--- config.mk ---
export PLATFORM = sky130hd
export DESIGN_NAME = if_id_hazard_stage
export DESIGN_NICKNAME = d
export VERILOG_FILES = /design/src/rtl/if_id_hazard_stage.sv
export SDC_FILE = /design/constraint.sdc
export NUM_CORES = 1
export LEC_CHECK = 0
export BUFFER_PORTS_ARGS = -buffer_cell sky130_fd_sc_hd__buf_2
export CAP_MARGIN = 40
export CORE_MARGIN = 3
export CORE_UTILIZATION = 52
export DETAILED_ROUTE_END_ITERATION = 12
export PLACE_DENSITY = 0.92
export SYNTH_ARGS = -nofsm -noshare
export SYNTH_HDL_FRONTEND = slang
export SYNTH_SLANG_ARGS = --single-unit
--- constraint.sdc ---
create_clock -name Clk -period 4.1 [get_ports Clk]
set_input_delay 0.41 -clock Clk [delete_from_list [all_inputs] [get_ports Clk]]
set_output_delay 0.41 -clock Clk [all_outputs]
set_load 0.05 [all_outputs]
--- src/rtl/if_id_hazard_stage.sv ---
// IF/ID pipeline register with load-use stall and taken-branch squash.
// Drives PCWrite to fetch and ControlBubble to decode.
module if_id_hazard_stage #(
  parameter int DATA_W           = 32,
  parameter int REG_W            = 5,
  parameter int LOAD_USE_BUBBLES = 1,
  parameter int FLUSH_CYCLES     = 1
) (
  input  logic              Clk,
  input  logic              Reset,
  input  logic [DATA_W-1:0] InstructionIn,
  input  logic [DATA_W-1:0] PCAddResultIn,
  input  logic              FetchValid,
  input  logic              IDEX_MemRead,
  input  logic [REG_W-1:0]  IDEX_RTRegdest,
  input  logic              BranchTaken,
  output logic [DATA_W-1:0] InstructionOut,
  output logic [DATA_W-1:0] PCAddResultOut,
  output logic              ValidOut,
  output logic              PCWrite,
  output logic              ControlBubble,
  output logic [1:0]        StateOut
);

  typedef enum logic [1:0] {
    RUN   = 2'd0,
    STALL = 2'd1,
    FLUSH = 2'd2
  } state_e;

  localparam logic [1:0] LU_CNT = 2'(LOAD_USE_BUBBLES - 1);
  localparam logic [1:0] FL_CNT = 2'(FLUSH_CYCLES - 1);

  state_e            state_q, state_d;
  logic [1:0]        cnt_q, cnt_d;
  logic [DATA_W-1:0] instr_q, instr_d;
  logic [DATA_W-1:0] pc_q, pc_d;
  logic              valid_q, valid_d;
  logic              hazard;

  // Register $0 is hard-wired zero, so it never creates a dependence.
  assign hazard = valid_q && IDEX_MemRead
               && (IDEX_RTRegdest != '0)
               && ((IDEX_RTRegdest == instr_q[25:21])
                || (IDEX_RTRegdest == instr_q[20:16]));

  always_comb begin
    state_d       = state_q;
    cnt_d         = cnt_q;
    instr_d       = instr_q;
    pc_d          = pc_q;
    valid_d       = valid_q;
    PCWrite       = 1'b1;
    ControlBubble = ~valid_q;
    if (!Reset) begin
      PCWrite       = 1'b0;
      ControlBubble = 1'b1;
      state_d       = RUN;
      cnt_d         = '0;
      instr_d       = '0;
      pc_d          = '0;
      valid_d       = 1'b0;
    end else if (BranchTaken) begin
      instr_d       = '0;
      valid_d       = 1'b0;
      ControlBubble = 1'b1;
      if (FLUSH_CYCLES > 1) begin
        state_d = FLUSH;
        cnt_d   = FL_CNT;
      end else begin
        state_d = RUN;
        cnt_d   = '0;
      end
    end else begin
      case (state_q)
        RUN: begin
          if (hazard) begin
            PCWrite       = 1'b0;
            ControlBubble = 1'b1;
            if (LOAD_USE_BUBBLES > 1) begin
              state_d = STALL;
              cnt_d   = LU_CNT;
            end
          end else begin
            instr_d = InstructionIn;
            pc_d    = PCAddResultIn;
            valid_d = FetchValid;
          end
        end
        STALL: begin
          PCWrite       = 1'b0;
          ControlBubble = 1'b1;
          if (cnt_q <= 2'd1) begin
            state_d = RUN;
            cnt_d   = '0;
          end else begin
            cnt_d = cnt_q - 2'd1;
          end
        end
        FLUSH: begin
          instr_d       = '0;
          valid_d       = 1'b0;
          ControlBubble = 1'b1;
          if (cnt_q <= 2'd1) begin
            state_d = RUN;
            cnt_d   = '0;
          end else begin
            cnt_d = cnt_q - 2'd1;
          end
        end
        default: begin
          state_d = RUN;
          cnt_d   = '0;
        end
      endcase
    end
  end

  always_ff @(posedge Clk) begin
    if (!Reset) begin
      state_q <= RUN;
      cnt_q   <= '0;
      instr_q <= '0;
      pc_q    <= '0;
      valid_q <= 1'b0;
    end else begin
      state_q <= state_d;
      cnt_q   <= cnt_d;
      instr_q <= instr_d;
      pc_q    <= pc_d;
      valid_q <= valid_d;
    end
  end

  assign InstructionOut = instr_q;
  assign PCAddResultOut = pc_q;
  assign ValidOut       = valid_q;
  assign StateOut       = state_q;

endmodule

==> run metrics <==
status=complete, no violations; placeable core region=approximately 6000 sq um; Max Slew Vio Count=0; RD Place Congestion=about 0.87; Crit path required time=3.69 ns; Worst Hold Class=input port to flop; buffer and inverter count on the worst path=2; Synth Flop Type=dfxtp_1; HPWL after DPL=approximately 6.2 mm; post-synthesis adder-cell area fraction=0%; # Post-CTS Setup Buffers=0; PortBufs=140; layout net count=580; TritonCTS clock tree=yes; clk_lat worst skew=about 0.33 ns; most common cell after layout, fill and taps aside=buf_2; DRT antenna net count=0; Logic pwr share=23.3%; critical path arrival=2.39 ns; worst rel slew slack=roughly 50%; ANT cells=0; # IOs=between 100 and 150; cell at the slowest stage of the critical path=dfxtp_1; cell-internal power=0.00112 W; cts repair resizes=0; die area=approximately 7400 sq um; worst-path maximum fanout=34; worst vdd ir=between 0.2 and 0.3 mV; post-synth cell types=25; CTS max path bufs=2; fin util=a little over two thirds; largest area contributor in the netlist=dfxtp_1; Area Overhead vs Synth=26.2%; CP startpoint=InstructionOut[22]; period utilization=68.4%; CTS Hold Bufs=0; largest family of logic cells by synthesized area=simple AND/OR/NAND/NOR gates; DRT Wirelength=8.93 mm; Synth Area in Compound Gates=around 10%; routed length per placed instance=roughly 15 um; Critical Path Start Type=flop; Initial Util=55.1%; Setup Skew=around 0.0089 ns; Net Sw Power=around 0.00055 W; Tmin final=about 2.8 ns; crit path to=PCWrite; Avg Cell Area, Syn=around 8.6 sq um; clock share of power=34.1%; CP Capture Type=output port; Synth warnings=0; vias in the first global route=roughly 3,300; total CTS buffers=9; Hold Vio Cnt, Final=0; chip width=approximately 86 um; Final setup viols=0; FF-to-FF Start=InstructionOut[22]; fin area=4210 sq um; Synth top area share=~39%; Mapped Cells=between 300 and 400; delay-heaviest family, CP=buffers and inverters; CTS sink cnt=65; Reg power frac=a little over two fifths; EDFF count, synth=0; TritonRoute pass-1 iters=4; TNS Setup=0 ns; post-synthesis mux area share=9.60%; Max Fclk=approximately 360 MHz; largest net degree at the start of global routing=slightly above 90; Leak=approximately 2.2 nW; vias per cell=about 5.7; Die Span Y=approximately 86 um; row count=28; worst setup path class=flop to output port; residual DRC count=0; Power per Cell Area=just under 400 nW/um^2; reg2reg end=InstructionOut[14]; Worst path depth=7; DRT iter0 DRCs=between 200 and 250; r2r setup slk=2.20 ns; most frequent cells in the layout=buf_2, nand2_1, dfxtp_1; sw frac=around a third; initial antenna violation count=0; Post-Synth XOR/XNOR Area=between 2 and 3%; Synth area leaders=dfxtp_1, nand2_1, mux2i_1; R2R cell count=6; Max-Cap Viols=0; GRT Total Usage=between 20 and 25%; worst setup margin=~1.3 ns; clk slew on worst S/H paths=~0.070 ns; Cell Area, Synth=between 3000 and 4000 sq um; asr flop ratio synth=0%; Seq/Total Area, Yosys=between 30% and 40%; layout filler cell count=488; worst hold slack=a little over 0.3 ns; Tightest Pin Transition=between 0.7 and 0.8 ns; worst path cell trace=xnor2_1 -> nand3_1 -> o22ai_2 -> buf_4 -> nand2_8 -> o21a_1 -> buf_2; GRT overflow=0; post-synthesis simple-gate area fraction=32.0%; global-route wire length before repair=14.7 mm; vias=between 3,000 and 4,000; Root Driver=clkbuf_8; max incr delay on CP=0.39 ns; pre-CTS setup slack=roughly 1.4 ns; Post-DP Area=roughly 4000 sq um; H-tree Lvls=3; unrepaired setup endpoints after global routing=false; FF+latch count, synth=65; share of cells above drive strength 1=32.9%
## per-stage QoR
step                cells  total power, W
global placement      568         0.00110
finish                586         0.00167
global route          586         0.00174
detailed placement    570         0.00111
CTS                   586         0.00168
floorplan             390         0.00100
## worst min-delay path by stage
| stage | to | slack, ns | startpoint | cells past startpoint |
|---|---|---|---|---|
| 5_1_grt | InstructionOut[2] | 0.31 | InstructionIn[2] | 3 |
| 6_report | ValidOut | 0.31 | FetchValid | 3 |
| 4_1_cts | ValidOut | 0.30 | FetchValid | 3 |
| 3_3_place_gp | InstructionOut[30] | 0.44 | InstructionOut[30] | 2 |
| 3_5_place_dp | InstructionOut[11] | 0.45 | InstructionOut[11] | 2 |
| 2_1_floorplan | ValidOut | 0.55 | FetchValid | 2 |
## layer usage
layer | vias to the layer above | global-route usage, % | wire length [um]
met1 | 1525 | 29.8 | 3670
met2 | 149 | 40.7 | 4330
met5 | - | 0 | 0
li1 | 1645 | - | -
met4 | 0 | 8.35 | 112
met3 | 10 | 6.72 | 817
## power by group through the flow
stage | logic, W | registers (W) | clock network [W]
global placement | 0.000376 | 0.000723 | 0
CTS | 0.000389 | 0.000711 | 0.000583
finish | 0.000390 | 0.000712 | 0.000571
detailed placement | 0.000389 | 0.000725 | 0
global route | 0.000415 | 0.000717 | 0.000611
floorplan | 0.000125 | 0.000878 | 0
## final cells by class
type,count,area [sq um],share of cell area (%)
flip-flops and latches,65,1300,30.9
clock inverters,4,50.0,1.19
repair buffers,147,773,18.4
well taps,75,93.8,2.23
clock buffers,12,165,3.92
multi-input cells,283,1830,43.4
## tightest hold or removal path: stages
cell and delay [ns]:
buf_2 0.08, a21oi_1 0.03, nor2b_1 0.08
## flip-flops by register name, indices dropped and copies added (netlist names)
name and flops:
InstructionOut 32, PCAddResultOut 32, ValidOut 1
## cells in the mapped netlist (all sizes together), types with 2 or more instances
cell type  instances
a32oi             32
and3b             32
dfxtp             65
xnor2             10
nand2             99
buf               11
nand3             35
mux2i             32
clkbuf            31
nor2b              2
nand4             32
## cells by family after synthesis
logic type,count (synthesis)
flip-flops,65
buffers and inverters,42
multiplexers,32
AO/OA/AOI/OAI,38
XOR/XNOR,10
other,1
AND/OR/NAND/NOR,201
No activity file was read; power rests on OpenSTA's default activity.
